File: src/rtl/seq_alu_pkg.sv
// Shared opcode and FSM state definitions for the sequential ALU.
package seq_alu_pkg;

  localparam logic [1:0] OP_MUL = 2'b00;
  localparam logic [1:0] OP_CMP = 2'b01;
  localparam logic [1:0] OP_ADD = 2'b10;
  localparam logic [1:0] OP_SUB = 2'b11;

  typedef enum logic [1:0] {
    S_IDLE = 2'd0,
    S_MUL  = 2'd1,
    S_DONE = 2'd2
  } state_e;

endpackage

File: src/rtl/seq_alu_mul.sv
// Iterative shift-add multiplier: WIDTH iterations per product, one per clock.
module seq_alu_mul
  import seq_alu_pkg::*;
#(
  parameter int unsigned WIDTH = 5
) (
  input  logic                 clk,
  input  logic                 rst,
  input  logic                 start_i,
  input  logic [WIDTH-1:0]     a_i,
  input  logic [WIDTH-1:0]     b_i,
  output logic                 busy_o,
  output logic                 done_o,
  output logic [2*WIDTH-1:0]   product_o
);

  localparam int unsigned CNT_W = $clog2(WIDTH + 1);

  logic [2*WIDTH-1:0] acc_q,    acc_d;
  logic [2*WIDTH-1:0] mcand_q,  mcand_d;
  logic [WIDTH-1:0]   mplier_q, mplier_d;
  logic [CNT_W-1:0]   cnt_q,    cnt_d;
  logic [2*WIDTH-1:0] addend;

  // product_o already includes the current iteration's partial product, so the
  // caller can register the final result on the same edge as the last step.
  always_comb begin
    addend    = mplier_q[0] ? mcand_q : '0;
    product_o = acc_q + addend;
    busy_o    = (cnt_q != '0);
    done_o    = (cnt_q == CNT_W'(1));
  end

  always_comb begin
    acc_d    = acc_q;
    mcand_d  = mcand_q;
    mplier_d = mplier_q;
    cnt_d    = cnt_q;
    if (start_i) begin
      acc_d    = '0;
      mcand_d  = {{WIDTH{1'b0}}, a_i};
      mplier_d = b_i;
      cnt_d    = CNT_W'(WIDTH);
    end else if (busy_o) begin
      acc_d    = product_o;
      mcand_d  = mcand_q << 1;
      mplier_d = mplier_q >> 1;
      cnt_d    = cnt_q - CNT_W'(1);
    end
  end

  always_ff @(posedge clk or posedge rst) begin
    if (rst) begin
      acc_q    <= '0;
      mcand_q  <= '0;
      mplier_q <= '0;
      cnt_q    <= '0;
    end else begin
      acc_q    <= acc_d;
      mcand_q  <= mcand_d;
      mplier_q <= mplier_d;
      cnt_q    <= cnt_d;
    end
  end

endmodule

File: src/rtl/seq_alu.sv
// Registered 4-function ALU (MUL/CMP/ADD/SUB) with valid/ready handshakes on
// both sides; multiply is delegated to the iterative shift-add engine.
module seq_alu
  import seq_alu_pkg::*;
#(
  parameter int unsigned WIDTH = 5
) (
  input  logic             clk,
  input  logic             rst,
  input  logic             in_valid,
  output logic             in_ready,
  input  logic [1:0]       op,
  input  logic [WIDTH-1:0] x,
  input  logic [WIDTH-1:0] y,
  output logic             out_valid,
  input  logic             out_ready,
  output logic [WIDTH-1:0] f,
  output logic             cout,
  output logic             overflow,
  output logic             zero,
  output logic             negative
);

  state_e             state_q, state_d;
  logic [WIDTH-1:0]   f_q, f_d;
  logic               cout_q, cout_d;
  logic               ovf_q, ovf_d;
  logic               zero_q, zero_d;
  logic               neg_q, neg_d;

  logic               mul_start;
  logic               mul_busy;
  logic               mul_done;
  logic [2*WIDTH-1:0] mul_product;
  logic               res_load;
  logic [WIDTH:0]     sum;
  logic [WIDTH:0]     diff;

  seq_alu_mul #(
    .WIDTH(WIDTH)
  ) u_mul (
    .clk      (clk),
    .rst      (rst),
    .start_i  (mul_start),
    .a_i      (x),
    .b_i      (y),
    .busy_o   (mul_busy),
    .done_o   (mul_done),
    .product_o(mul_product)
  );

  assign sum  = {1'b0, x} + {1'b0, y};
  assign diff = {1'b0, x} - {1'b0, y};

  always_comb begin
    state_d   = state_q;
    f_d       = f_q;
    cout_d    = cout_q;
    ovf_d     = ovf_q;
    zero_d    = zero_q;
    neg_d     = neg_q;
    mul_start = 1'b0;
    res_load  = 1'b0;

    unique case (state_q)
      S_IDLE: begin
        if (in_valid) begin
          unique case (op)
            OP_MUL: begin
              mul_start = 1'b1;
              state_d   = S_MUL;
            end
            OP_CMP: begin
              f_d      = '0;
              cout_d   = (x > y);
              ovf_d    = 1'b0;
              res_load = 1'b1;
              state_d  = S_DONE;
            end
            OP_ADD: begin
              f_d      = sum[WIDTH-1:0];
              cout_d   = sum[WIDTH];
              ovf_d    = (x[WIDTH-1] == y[WIDTH-1]) && (sum[WIDTH-1] != x[WIDTH-1]);
              res_load = 1'b1;
              state_d  = S_DONE;
            end
            default: begin
              f_d      = diff[WIDTH-1:0];
              cout_d   = diff[WIDTH];
              ovf_d    = (x[WIDTH-1] != y[WIDTH-1]) && (diff[WIDTH-1] != x[WIDTH-1]);
              res_load = 1'b1;
              state_d  = S_DONE;
            end
          endcase
        end
      end
      S_MUL: begin
        if (mul_done) begin
          f_d      = mul_product[WIDTH-1:0];
          cout_d   = |mul_product[2*WIDTH-1:WIDTH];
          ovf_d    = 1'b0;
          res_load = 1'b1;
          state_d  = S_DONE;
        end else if (!mul_busy) begin
          state_d = S_IDLE;
        end
      end
      S_DONE: begin
        if (out_ready) state_d = S_IDLE;
      end
      default: state_d = S_IDLE;
    endcase

    // zero/negative track the result only when a new one is registered
    if (res_load) begin
      zero_d = (f_d == '0);
      neg_d  = f_d[WIDTH-1];
    end
  end

  always_ff @(posedge clk or posedge rst) begin
    if (rst) begin
      state_q <= S_IDLE;
      f_q     <= '0;
      cout_q  <= 1'b0;
      ovf_q   <= 1'b0;
      zero_q  <= 1'b0;
      neg_q   <= 1'b0;
    end else begin
      state_q <= state_d;
      f_q     <= f_d;
      cout_q  <= cout_d;
      ovf_q   <= ovf_d;
      zero_q  <= zero_d;
      neg_q   <= neg_d;
    end
  end

  assign in_ready  = (state_q == S_IDLE);
  assign out_valid = (state_q == S_DONE);
  assign f         = f_q;
  assign cout      = cout_q;
  assign overflow  = ovf_q;
  assign zero      = zero_q;
  assign negative  = neg_q;

endmodule

File: config.mk
export PLATFORM = sky130hd
export DESIGN_NAME = seq_alu
export DESIGN_NICKNAME = d
export VERILOG_FILES = /design/src/rtl/seq_alu_pkg.sv /design/src/rtl/seq_alu_mul.sv /design/src/rtl/seq_alu.sv
export SDC_FILE = /design/constraint.sdc
export NUM_CORES = 1
export LEC_CHECK = 0
export ABC_CLOCK_PERIOD_IN_PS = 2800
export BUFFER_PORTS_ARGS = -buffer_cell sky130_fd_sc_hd__buf_2
export CORE_UTILIZATION = 59
export DETAILED_ROUTE_END_ITERATION = 12
export GPL_ROUTABILITY_DRIVEN = 0
export PLACE_DENSITY = 0.77
export SLEW_MARGIN = 20
export SYNTH_ARGS = -nofsm -noshare
export SYNTH_HDL_FRONTEND = slang
export SYNTH_SLANG_ARGS = --single-unit
export TNS_END_PERCENT = 30
File: constraint.sdc
create_clock -name clk -period 2.8 [get_ports clk]
set_input_delay 0.14 -clock clk [delete_from_list [all_inputs] [get_ports clk]]
set_output_delay 0.14 -clock clk [all_outputs]
set_load 0.005 [all_outputs]
Yosys cells after proc, flatten, opt, wreduce, memory -nomap -nowiden
Index checks and enable logic that the tools add are counted.

Add/subtract/negate cells: 4. $mul: 0. Divide/modulo/power cells: 0. Order comparisons: 1. Eq/ne operators: 14. Shift operators: 0. Mux-type cells: 34. Bitwise gates (word level): 0. Reductions and logical operators: 11.

Operator list (number): 10-bit two-way mux (5); 5-bit two-way mux (4); 5-bit one-hot mux with 3 select lines (1); 10-bit adder (1); 1-bit two-way mux (10); 2-bit two-way mux (5); 5-bit one-hot mux with 2 select lines (1); 5-bit by 5-bit adder with 6-bit output (1); 3-bit two-way mux (2); 2-bit inequality test, second input constant (3); 1-bit one-hot mux with 2 select lines (3); 1-bit one-hot mux with 3 select lines (2); 2-bit one-hot mux with 3 select lines (1); 5-bit by 5-bit subtractor with 6-bit output (1); 5-bit greater-than comparator (1); 5-bit zero test (1); 5-bit OR reduction (1); 2-bit by 1-bit == test with 1-bit output, second input constant (2); 2-bit == test, second input constant (2); 2-bit zero test (2); 4-bit AND reduction (1); 2-bit nonzero test (2); 3-bit by 1-bit == test with 1-bit output, second input constant (1); 1-bit inequality test (3); other kinds (7) (8).

Register bits: 39. Latch bits: 0. Memory bits (writable): 0. Memory bits (read-only): 0. Bits of input ports: 16. Output and inout bits: 11. Memories kept: 0.

Longest topological paths before layout
Gate-level depths: netlist of the first run.

Depth after elaboration: 6. Depth in mapped cells: 12. Depth with buffers taken out: 11.

Cells and area by module
Synthesis of the first run repeated with hierarchy kept, for this count alone.

Cells, all modules: 356. Area total of the unflattened synthesis: 3044.2 µm².

By module, submodules not included: seq_alu_mul (instances 1, cells each 209, area an instance 1849.3 µm², seq. area each 700.7 µm²); seq_alu (instances 1, cells each 147, area an instance 1194.9 µm², seq. area each 275.3 µm²).

Worst setup path after synthesis of the first run
Ideal clock, no wire load.

Path type: reg-to-reg. Start point: register u_mul.mplier_q[0]. End point: register cout_q (netlist: cout). Setup time: 132 ps. Arrival time: 2237 ps. Data required time: 2668 ps. Path slack: 431 ps. Stages on the path, launching flop included: 13. Buffers on the path: 1. Clock period less this slack: 2369 ps. Path through: dfrtp_1 > clkbuf_1 > and2_1 > ha_1 > inv_1 > fa_1 > nor2b_1 > nor3_1 > o21bai_1 > a2bb2oi_1 > xor2_1 > nor4bb_1 > a211oi_1.

Word-level cells in the longest chain between the ends: 5.

RTL lines: from (decl) (line seq_alu_mul.sv:21) `logic [WIDTH-1:0] mplier_q, mplier_d;`; from (signal assigned) (line seq_alu_mul.sv:61) `mplier_q <= mplier_d;`; 10-bit two-way mux (line seq_alu_mul.sv:28) `addend = mplier_q[0] ? mcand_q : '0;`; 10-bit adder (line seq_alu_mul.sv:29) `product_o = acc_q + addend;`; 5-bit OR reduction (line seq_alu.sv:100) `cout_d = |mul_product[2*WIDTH-1:WIDTH];`; 1-bit two-way mux (line seq_alu.sv:98) `if (mul_done) begin`; 1-bit one-hot mux with 2 select lines (line seq_alu.sv:65) `unique case (state_q)`; to (signal assigned) (line seq_alu.sv:132) `cout_q <= cout_d;`; to (decl) (line seq_alu.sv:26) `logic cout_q, cout_d;`.

Every way passes these cells. The select of a mux whose other input is x is not followed. A chain may end at the register's enable or synchronous reset.

Final worst setup path of the first run
Ends and elaborated chain as after synthesis.

==> impl_metrics.py, run 1 <==
metrics = {
    "critical_path": {
        "rr_startpoint": "u_mul.mplier_q[0]",
        "cp.arrival_ns": 2.83,
        "setup.worst_path.start_class": "flop",
        "crit_required_ns": 2.96,
        "crit_path_end_kind": "flop",
        "startpoint": "u_mul.mplier_q[0]",
        "criticalPathCategory": "flop to flop",
        "cp_max_fo": 6,
    },
    "sta": {
        "final_hold_viol_count": 0,
        "period_minus_slack_ns": 2.676,
        "finalSetupViolations": 0,
        "whs_ns": 0.03231,
        "fin_setup_tns_ns": 0,
        "max_slew_margin_pct": 52.35,
        "min_period_over_period_pct": 95.58,
        "worstMarginPinSlew_ns": 0.7130,
        "drv_slew": 0,
        "skew_ns": 0.008328,
        "grt_setup_unrepaired": "no",
        "max_freq_mhz": 373.7,
    },
    "place": {
        "place_inst": 380,
        "io_buffer_count": 26,
        "dp_hpwl_um": 4365,
    },
    "yosys": {
        "syn_avg_cell_area_um2": 8.637,
        "synthDistinctLibCells": 45,
        "synth_edf_count": 0,
        "synth_area_leader_cell": "dfrtp_1",
        "synth_warnings": 0,
        "syn-instance-count": 310,
        "synthTopCellsByArea": "dfrtp_1 (36%), ha_1 (12%), nand2_1 (7.4%)",
        "synth-seq-cells": 39,
        "synth_nets": 355,
        "synth_top_area_share_pct": 36.45,
        "synth_ff_type": "dfrtp_1",
        "async_reset_ff_share_pct": 100.0,
        "netlist_area_mm2": 0.002678,
        "ys_seq_area_share_pct": 36.45,
    },
    "drt": {
        "drc": 0,
        "drt_iter0_markers": 174,
        "dr.pass1.iters": 4,
        "routedWlPerCell_um": 15.50,
        "routed_wl_um": 6077,
        "final_antenna_net_count": 0,
        "num_vias": 2310,
        "via_per_inst": 5.893,
    },
    "clock_tree": {
        "cts_buffers": 5,
        "htree_num_levels": 2,
        "clock-sinks": 39,
        "cts_tree": "done",
        "insertion_delay_ns": 0.29,
        "cts.clk_slew.worst_paths_ns": 0.08,
        "clock_tree.root_cell": "clkbuf_8",
        "clock_path_buffers": 2,
    },
    "floorplan": {
        "die_y_um": 69.37,
        "die_area_mm2": 0.004812,
        "rows": 24,
        "start_util_pct": 61.49,
        "fp.dieW_um": 69.37,
        "pin_count": 27,
        "core_area_mm2": 0.004354,
    },
    "finish": {
        "antenna_cells": 0,
        "syn2layout_area_growth_pct": 13.64,
        "final_layout_size_suffix_gt1_share_pct": 15.88,
        "layout_common_cells": "nand2_1 (53), dfrtp_1 (38), a21oi_1 (27)",
        "fin_util_pct": 69.89,
        "final_common_cell": "nand2_1",
        "nNetsFinal": 384,
        "final_cell_count_no_fill": 392,
        "fill_cells": 332,
    },
    "min_path": {
        "hp-class": "primary input to flop",
        "min_from": "out_ready",
    },
    "grt": {
        "grt_overflow": 0,
        "grt_pass1_wl_um": 10170,
        "grt_pass1_vias": 2240,
        "antenna_found_initial": 0,
        "grt_use_total_pct": 26.63,
        "grt_max_degree": 40,
    },
    "pwr": {
        "power_w": 0.002747,
        "power_leakage_nw": 1.493,
        "power.density_mw_per_mm2": 902.7,
        "vdd_ir_drop_max_mv": 0.4003,
    },
    "status": {
        "outcome": "complete, no violations",
    },
    "job": {
        "max-cap-violations": 0,
    },
}
[cells in the mapped netlist (2+ instances only)]
| master | number |
|---|---|
| o22ai_1 | 2 |
| inv_1 | 23 |
| nand2_1 | 53 |
| fa_1 | 3 |
| ha_1 | 26 |
| a2bb2oi_1 | 2 |
| o211ai_1 | 5 |
| nor2b_1 | 3 |
| o21ai_0 | 9 |
| a211oi_1 | 4 |
| nor2_1 | 24 |
| a21oi_1 | 28 |
| and2_1 | 9 |
| clkbuf_1 | 12 |
| dfrtp_1 | 39 |
| nand2b_1 | 2 |
| a22oi_1 | 5 |
| nor3_1 | 4 |
| xnor2_1 | 10 |
| nand3_1 | 4 |
| xor2_1 | 7 |
| o21bai_1 | 5 |
| a31oi_1 | 9 |
[metrics by stage]
stage	setup WS, ns	area, um2
after floorplan	0.4310	2678
after CTS	0.05317	2980
after global placement	0.2963	2858
after detailed placement	0.1552	2858
final	0.1239	3043
after global routing	0.0003089	3043
[flip-flops by register name (all words and copies together), names as in the netlist]
register	count
cout	1
f	5
negative	1
overflow	1
state_q	2
u_mul.acc_q	10
u_mul.cnt_q	3
u_mul.mcand_q	10
u_mul.mplier_q	5
zero	1
[final timing paths]
| kind | end | slack [ns] | cells after the start |
|---|---|---|---|
| worst max-delay path | cout | 0.12 | 12 |
| worst min-delay path | state_q[1] | 0.03 | 2 |
| worst max register to register | cout | 0.12 | 12 |
| worst min register to register | zero | 0.49 | 2 |
| max in group asynchronous | u_mul.mplier_q[0] | 1.94 | 4 |
| min in group asynchronous | u_mul.mplier_q[3] | 0.50 | 4 |
[layer usage]
| layer | global-route usage (%) | up-vias | part of all wire, % |
|---|---|---|---|
| met2 | 41.64 | 51 | 48 |
| li1 | - | 1116 | - |
| met3 | 4.651 | 13 | 3.5 |
| met5 | 0 | - | 0 |
| met1 | 37.57 | 1130 | 47 |
| met4 | 8.844 | 0 | 1.8 |
[cell families (layout without fill, tap and decap cells)]
kind of cell	count (synthesis)	in the layout	share of synthesized area, %
buf+inv	35	65	4.906
flops	39	39	36.45
fa+ha+maj	29	29	14.39
compound gates	80	80	19.11
xor+xnor	17	17	5.561
simple gates	108	108	18.79
mux	2	2	0.7944
[final cells by class]
type	count	area, um2	area share (%)
clock buffers	5	68.82	2.262
inverters	23	86.33	2.837
well taps	52	65.06	2.138
multi-input cells	236	1604	52.71
clock inverters	3	43.79	1.439
flip-flops and latches	39	977.2	32.11
repair buffers	34	197.7	6.497
[report_power, final]
part           internal, W  total [W]  leakage [nW]  switching, W
Sequential        0.000802   0.000983         0.498      0.000181
Combinational     0.000570    0.00129         0.937      0.000719
Clock             0.000265   0.000474        0.0581      0.000209
Total              0.00164    0.00275          1.49       0.00111
[what timing repair did]
action                     4_1_cts  5_1_grt
buffers inserted                 0        3
gates resized for setup          0        7
setup endpoints to repair        0        1
hold buffers                     1        0
hold endpoints to repair        39        0
[critical path, stage by stage (launching register included)]
cell       delay, ns
dfrtp_2         0.41
and2_1          0.14
ha_1            0.20
inv_1           0.08
fa_1            0.39
nor2b_1         0.16
nor3_1          0.09
o21bai_1        0.27
a2bb2oi_2       0.19
xor2_1          0.08
buf_4           0.14
nor4bb_4        0.29
a211oi_1        0.08
(Power assumes the default switching activity.)
==> inputs of run 2 (changes only) <==
Settings changed: REMOVE_ABC_BUFFERS set to 1.
==> impl_metrics.py, run 2 (synthesis results as in run 1) <==
metrics = {
    "clock_tree": {
        "cts.clk_slew.worst_paths_ns": 0.08,
        "clock_tree.root_cell": "clkbuf_8",
        "insertion_delay_ns": 0.29,
        "clock_path_buffers": 2,
        "cts_buffers": 5,
        "cts_tree": "done",
        "htree_num_levels": 2,
        "clock-sinks": 39,
    },
    "critical_path": {
        "cp.arrival_ns": 2.71,
        "crit_required_ns": 2.96,
        "crit_chain": "and2_1 > ha_1 > inv_1 > fa_1 > nor2b_1 > nor3_1 > o21bai_1 > a2bb2oi_1 > xor2_1 > nor4bb_1 > a211oi_1",
        "cp_max_fo": 11,
        "cp_slowest_stage_delay_ns": 0.44,
        "rr_worst_depth": 11,
        "criticalPathCategory": "flop to flop",
        "cp_slowest_cell": "dfrtp_2",
        "setup.worst_path.start_class": "flop",
        "crit_path_end_kind": "flop",
        "rr_startpoint": "u_mul.mplier_q[0]",
        "startpoint": "u_mul.mplier_q[0]",
    },
    "sta": {
        "fin_setup_tns_ns": 0,
        "finalSetupViolations": 0,
        "min_period_over_period_pct": 91.11,
        "grt_setup_unrepaired": "no",
        "skew_ns": 0.006476,
        "final_hold_viol_count": 0,
        "drv_slew": 0,
        "period_minus_slack_ns": 2.551,
        "worstMarginPinSlew_ns": 1.007,
        "max_slew_margin_pct": 32.85,
        "max_freq_mhz": 392.0,
    },
    "status": {
        "outcome": "complete, no violations",
    },
    "floorplan": {
        "core_area_mm2": 0.004354,
        "fp.dieW_um": 69.37,
        "start_util_pct": 61.49,
        "die_area_mm2": 0.004812,
        "die_y_um": 69.37,
        "pin_count": 27,
        "rows": 24,
    },
    "finish": {
        "layout_common_cells": "nand2_1 (53), dfrtp_1 (38), a21oi_1 (28)",
        "final_layout_size_suffix_gt1_share_pct": 13.69,
        "final_common_cell": "nand2_1",
        "register_area_um2": 977.2,
        "syn2layout_area_growth_pct": 11.40,
        "antenna_cells": 0,
        "reg_top3": "u_mul.acc_q x10, u_mul.mcand_q x10",
        "design_area_mm2": 0.002983,
        "multi_input_area_mm2": 0.001570,
        "final_cell_count_no_fill": 388,
        "fill_cells": 358,
        "nNetsFinal": 380,
    },
    "place": {
        "io_buffer_count": 26,
        "placement.cell_area_mm2": 0.002850,
        "dp_hpwl_um": 4184,
        "place_inst": 379,
    },
    "drt": {
        "num_vias": 2192,
        "routed_wl_um": 5563,
        "via_per_inst": 5.649,
        "routedWlPerCell_um": 14.34,
        "final_antenna_net_count": 0,
        "dr.pass1.iters": 4,
        "drc": 0,
        "drt_iter0_markers": 214,
    },
    "grt": {
        "grt_overflow": 0,
        "grt_max_degree": 40,
        "antenna_found_initial": 0,
        "grt_use_total_pct": 24.37,
        "grt_pass1_wl_um": 9308,
        "grt_pass1_vias": 2072,
    },
    "min_path": {
        "min_from": "out_ready",
        "whs_path_depth": 2,
        "hp-class": "primary input to flop",
    },
    "pwr": {
        "power_leakage_nw": 1.457,
        "power.density_mw_per_mm2": 893.3,
        "vdd_ir_drop_max_mv": 0.4104,
    },
    "job": {
        "max-cap-violations": 0,
    },
}
run 2: final timing paths:
kind / to / slack [ns]
setup / recovery: cout / 0.25
hold / removal: state_q[1] / 0.03
setup reg to reg: cout / 0.25
hold reg to reg: zero / 0.49
max in group asynchronous: u_mul.mplier_q[0] / 1.95
min in group asynchronous: u_mul.mcand_q[8] / 0.49
run 2: power breakdown:
| part | total [W] | internal (W) | switching, W | leakage [nW] |
|---|---|---|---|---|
| Sequential | 0.000981 | 0.000802 | 0.000179 | 0.498 |
| Combinational | 0.00118 | 0.000523 | 0.000660 | 0.897 |
| Clock | 0.000501 | 0.000293 | 0.000208 | 0.0618 |
run 2: area by class of cell:
type                    instances  area share, %
clock buffers                   6          2.768
multi-input cells             236          52.64
flip-flops and latches         39          32.76
repair buffers                 30          5.453
clock inverters                 2          1.300
inverters                      23          2.894
well taps                      52          2.181
run 2: worst max-delay path, delay by kind of cell (launching register included):
kind,cells,cell delay (ns)
simple gates,4,0.72
flops,1,0.44
buf+inv,1,0.06
fa+ha+maj,2,0.58
xor+xnor,1,0.11
compound gates,3,0.50
run 2: repair_timing:
item / in CTS / in global routing
setup buffers: 0 / 0
endpoints found under the hold margin: 39 / 0
setup endpoints to repair: 0 / 1
resized for setup: 0 / 1
hold buffers: 1 / 0
run 2: per-stage QoR:
| step | worst slack (ns) | utilization [%] | total power (W) | hold WS [ns] |
|---|---|---|---|---|
| 5_1_grt | 0.03973 | 68.51 | 0.002868 | 0.04159 |
| 6_report | 0.2488 | 68.51 | 0.002664 | 0.03067 |
| 2_1_floorplan | 0.5419 | - | 0.001827 | 0.2473 |
| 3_3_place_gp | 0.3626 | 65.46 | 0.002134 | 0.2812 |
| 3_5_place_dp | 0.2042 | 65.46 | 0.002159 | 0.2827 |
| 4_1_cts | 0.1874 | 68.48 | 0.002668 | 0.03616 |
run 2: layer usage:
layer	routed length (um)	part of all wire, %	global-route usage (%)	vias to the layer above
met5	0	0	0	-
met2	2598	47	39.37	54
met4	97	1.7	8.163	0
met1	2692	48	33.33	1007
li1	-	-	-	1116
met3	175	3.1	4.070	15
==> inputs of run 3 (changes only) <==
Settings changed: ABC_CLOCK_PERIOD_IN_PS 2800 to 3150, CORE_UTILIZATION 59 to 60, CTS_BUF_LIST set to sky130_fd_sc_hd__clkbuf_8, PLACE_DENSITY 0.77 to 0.78.
Clock period 2.8 ns to 3.15 ns, I/O delays scaled along.
==> impl_metrics.py, run 3 (synthesis results as in run 1) <==
metrics = {
    "status": {
        "outcome": "complete, no violations",
    },
    "job": {
        "max-cap-violations": 0,
    },
    "grt": {
        "grt_max_degree": 40,
        "grt_pass1_vias": 2075,
        "grt_pass1_wl_um": 9535,
        "grt_use_total_pct": 27.70,
        "antenna_found_initial": 0,
        "grt_overflow": 0,
    },
    "clock_tree": {
        "clock_tree.root_cell": "clkbuf_8",
        "cts.clk_slew.worst_paths_ns": 0.08,
        "cts_buffers": 5,
        "clock-sinks": 39,
        "htree_num_levels": 2,
        "cts_tree": "done",
        "insertion_delay_ns": 0.28,
        "clock_path_buffers": 2,
        "cts_resized": 0,
    },
    "drt": {
        "via_per_inst": 5.627,
        "final_antenna_net_count": 0,
        "num_vias": 2172,
        "dr.pass1.iters": 4,
        "routedWlPerCell_um": 14.75,
        "routed_wl_um": 5693,
        "drc": 0,
        "drt_iter0_markers": 160,
    },
    "critical_path": {
        "cp.arrival_ns": 2.73,
        "cp_slowest_stage_delay_ns": 0.48,
        "setup.worst_path.start_class": "flop",
        "crit_chain": "and2_1 > ha_1 > inv_1 > fa_1 > nor2b_1 > nor3_1 > o21bai_1 > a2bb2oi_1 > xor2_1 > nor4bb_1 > a211oi_1",
        "cp_max_fo": 11,
        "criticalPathCategory": "flop to flop",
        "cp_slowest_cell": "dfrtp_1",
        "startpoint": "u_mul.mplier_q[0]",
        "crit_required_ns": 3.30,
        "rrSetupSlack_ns": 0.57,
        "rr_startpoint": "u_mul.mplier_q[0]",
        "r2r_end": "cout",
        "rr_worst_depth": 11,
        "crit_path_end_kind": "flop",
        "cp-endpoint": "cout",
    },
    "finish": {
        "fin_util_pct": 72.16,
        "nNetsFinal": 380,
        "reg_top3": "u_mul.acc_q x10, u_mul.mcand_q x10",
        "final_layout_size_suffix_gt1_share_pct": 13.10,
        "syn2layout_area_growth_pct": 11.68,
        "final_common_cell": "nand2_1",
        "layout_common_cells": "nand2_1 (53), dfrtp_1 (39), a21oi_1 (28)",
        "antenna_cells": 0,
    },
    "floorplan": {
        "rows": 23,
        "start_util_pct": 64.61,
        "pin_count": 27,
        "core_area_mm2": 0.004144,
        "die_area_mm2": 0.004733,
        "die_y_um": 68.80,
        "fp.dieW_um": 68.80,
    },
    "sta": {
        "min_period_over_period_pct": 82.02,
        "final_hold_viol_count": 0,
        "finalSetupViolations": 0,
        "drv_slew": 0,
        "skew_ns": 0.004890,
        "period_minus_slack_ns": 2.584,
        "grt_setup_unrepaired": "no",
        "fin_setup_tns_ns": 0,
        "max_freq_mhz": 387.1,
        "worstMarginPinSlew_ns": 1.023,
        "setup_slack_ns": 0.5664,
        "whs_ns": 0.05861,
        "max_slew_margin_pct": 31.81,
    },
    "place": {
        "place_ws_ns": 0.6100,
        "io_buffer_count": 26,
        "dp_hpwl_um": 4231,
    },
    "min_path": {
        "hp-class": "primary input to flop",
        "min_from": "out_ready",
    },
    "pwr": {
        "vdd_ir_drop_max_mv": 0.3463,
        "power_leakage_nw": 1.466,
        "power.density_mw_per_mm2": 808.6,
    },
}
run 3: changes by cell type in the layout (fill, tap and decap cells not counted), sizes merged:
| cell | previous run | this run |
|---|---|---|
| bufinv | 1 | 2 |
| clkbuf | 6 | 5 |
run 3: what timing repair did:
| action | CTS | global route |
|---|---|---|
| hold buffers | 1 | 0 |
| buffers inserted | 0 | 0 |
| hold endpoints to repair | 16 | 0 |
run 3: critical path: cells and delay by family, from the launching register on:
| kind | cells | cell delay (ns) |
|---|---|---|
| compound gates | 3 | 0.49 |
| xor+xnor | 1 | 0.11 |
| fa+ha+maj | 2 | 0.59 |
| buf+inv | 1 | 0.07 |
| simple gates | 4 | 0.72 |
| flops | 1 | 0.48 |
run 3: worst min-delay path by stage:
stage	to	slack [ns]	cells after the start
after floorplan	state_q[1]	0.26	1
after global placement	u_mul.mcand_q[5]	0.30	3
after detailed placement	u_mul.mcand_q[3]	0.31	3
after CTS	state_q[1]	0.06	2
after global routing	state_q[1]	0.06	2
final	state_q[1]	0.06	2
run 3: layout make-up:
class	instances	area (um2)
Inverter	23	86.33
Multi-Input combinational cell	236	1570
Clock inverter	3	63.81
Tap cell	50	62.56
Timing Repair Buffer	30	162.7
Clock buffer	5	68.82
Fill cell	344	1154
Sequential cell	39	975.9
run 3: power breakdown:
group          switching (W)  leakage, nW  internal [W]
sequential          0.000159        0.500      0.000712
combinational       0.000598        0.897      0.000467
clock               0.000170       0.0695      0.000313
run 3: routing by layer:
layer	share of wire, %	up-vias	GRT usage [%]
li1	-	1107	-
met1	48	1013	38.25
met2	48	45	44.12
met3	3.2	7	5.263
met4	1.4	0	7.908
met5	0	-	0
run 3: stage by stage:
step | power, W | instance area, um2 | std cells
floorplan | 0.001624 | 2633 | 298
global placement | 0.001898 | 2848 | 377
detailed placement | 0.001928 | 2848 | 377
CTS | 0.002425 | 2990 | 386
global route | 0.002616 | 2990 | 386
finish | 0.002418 | 2990 | 386
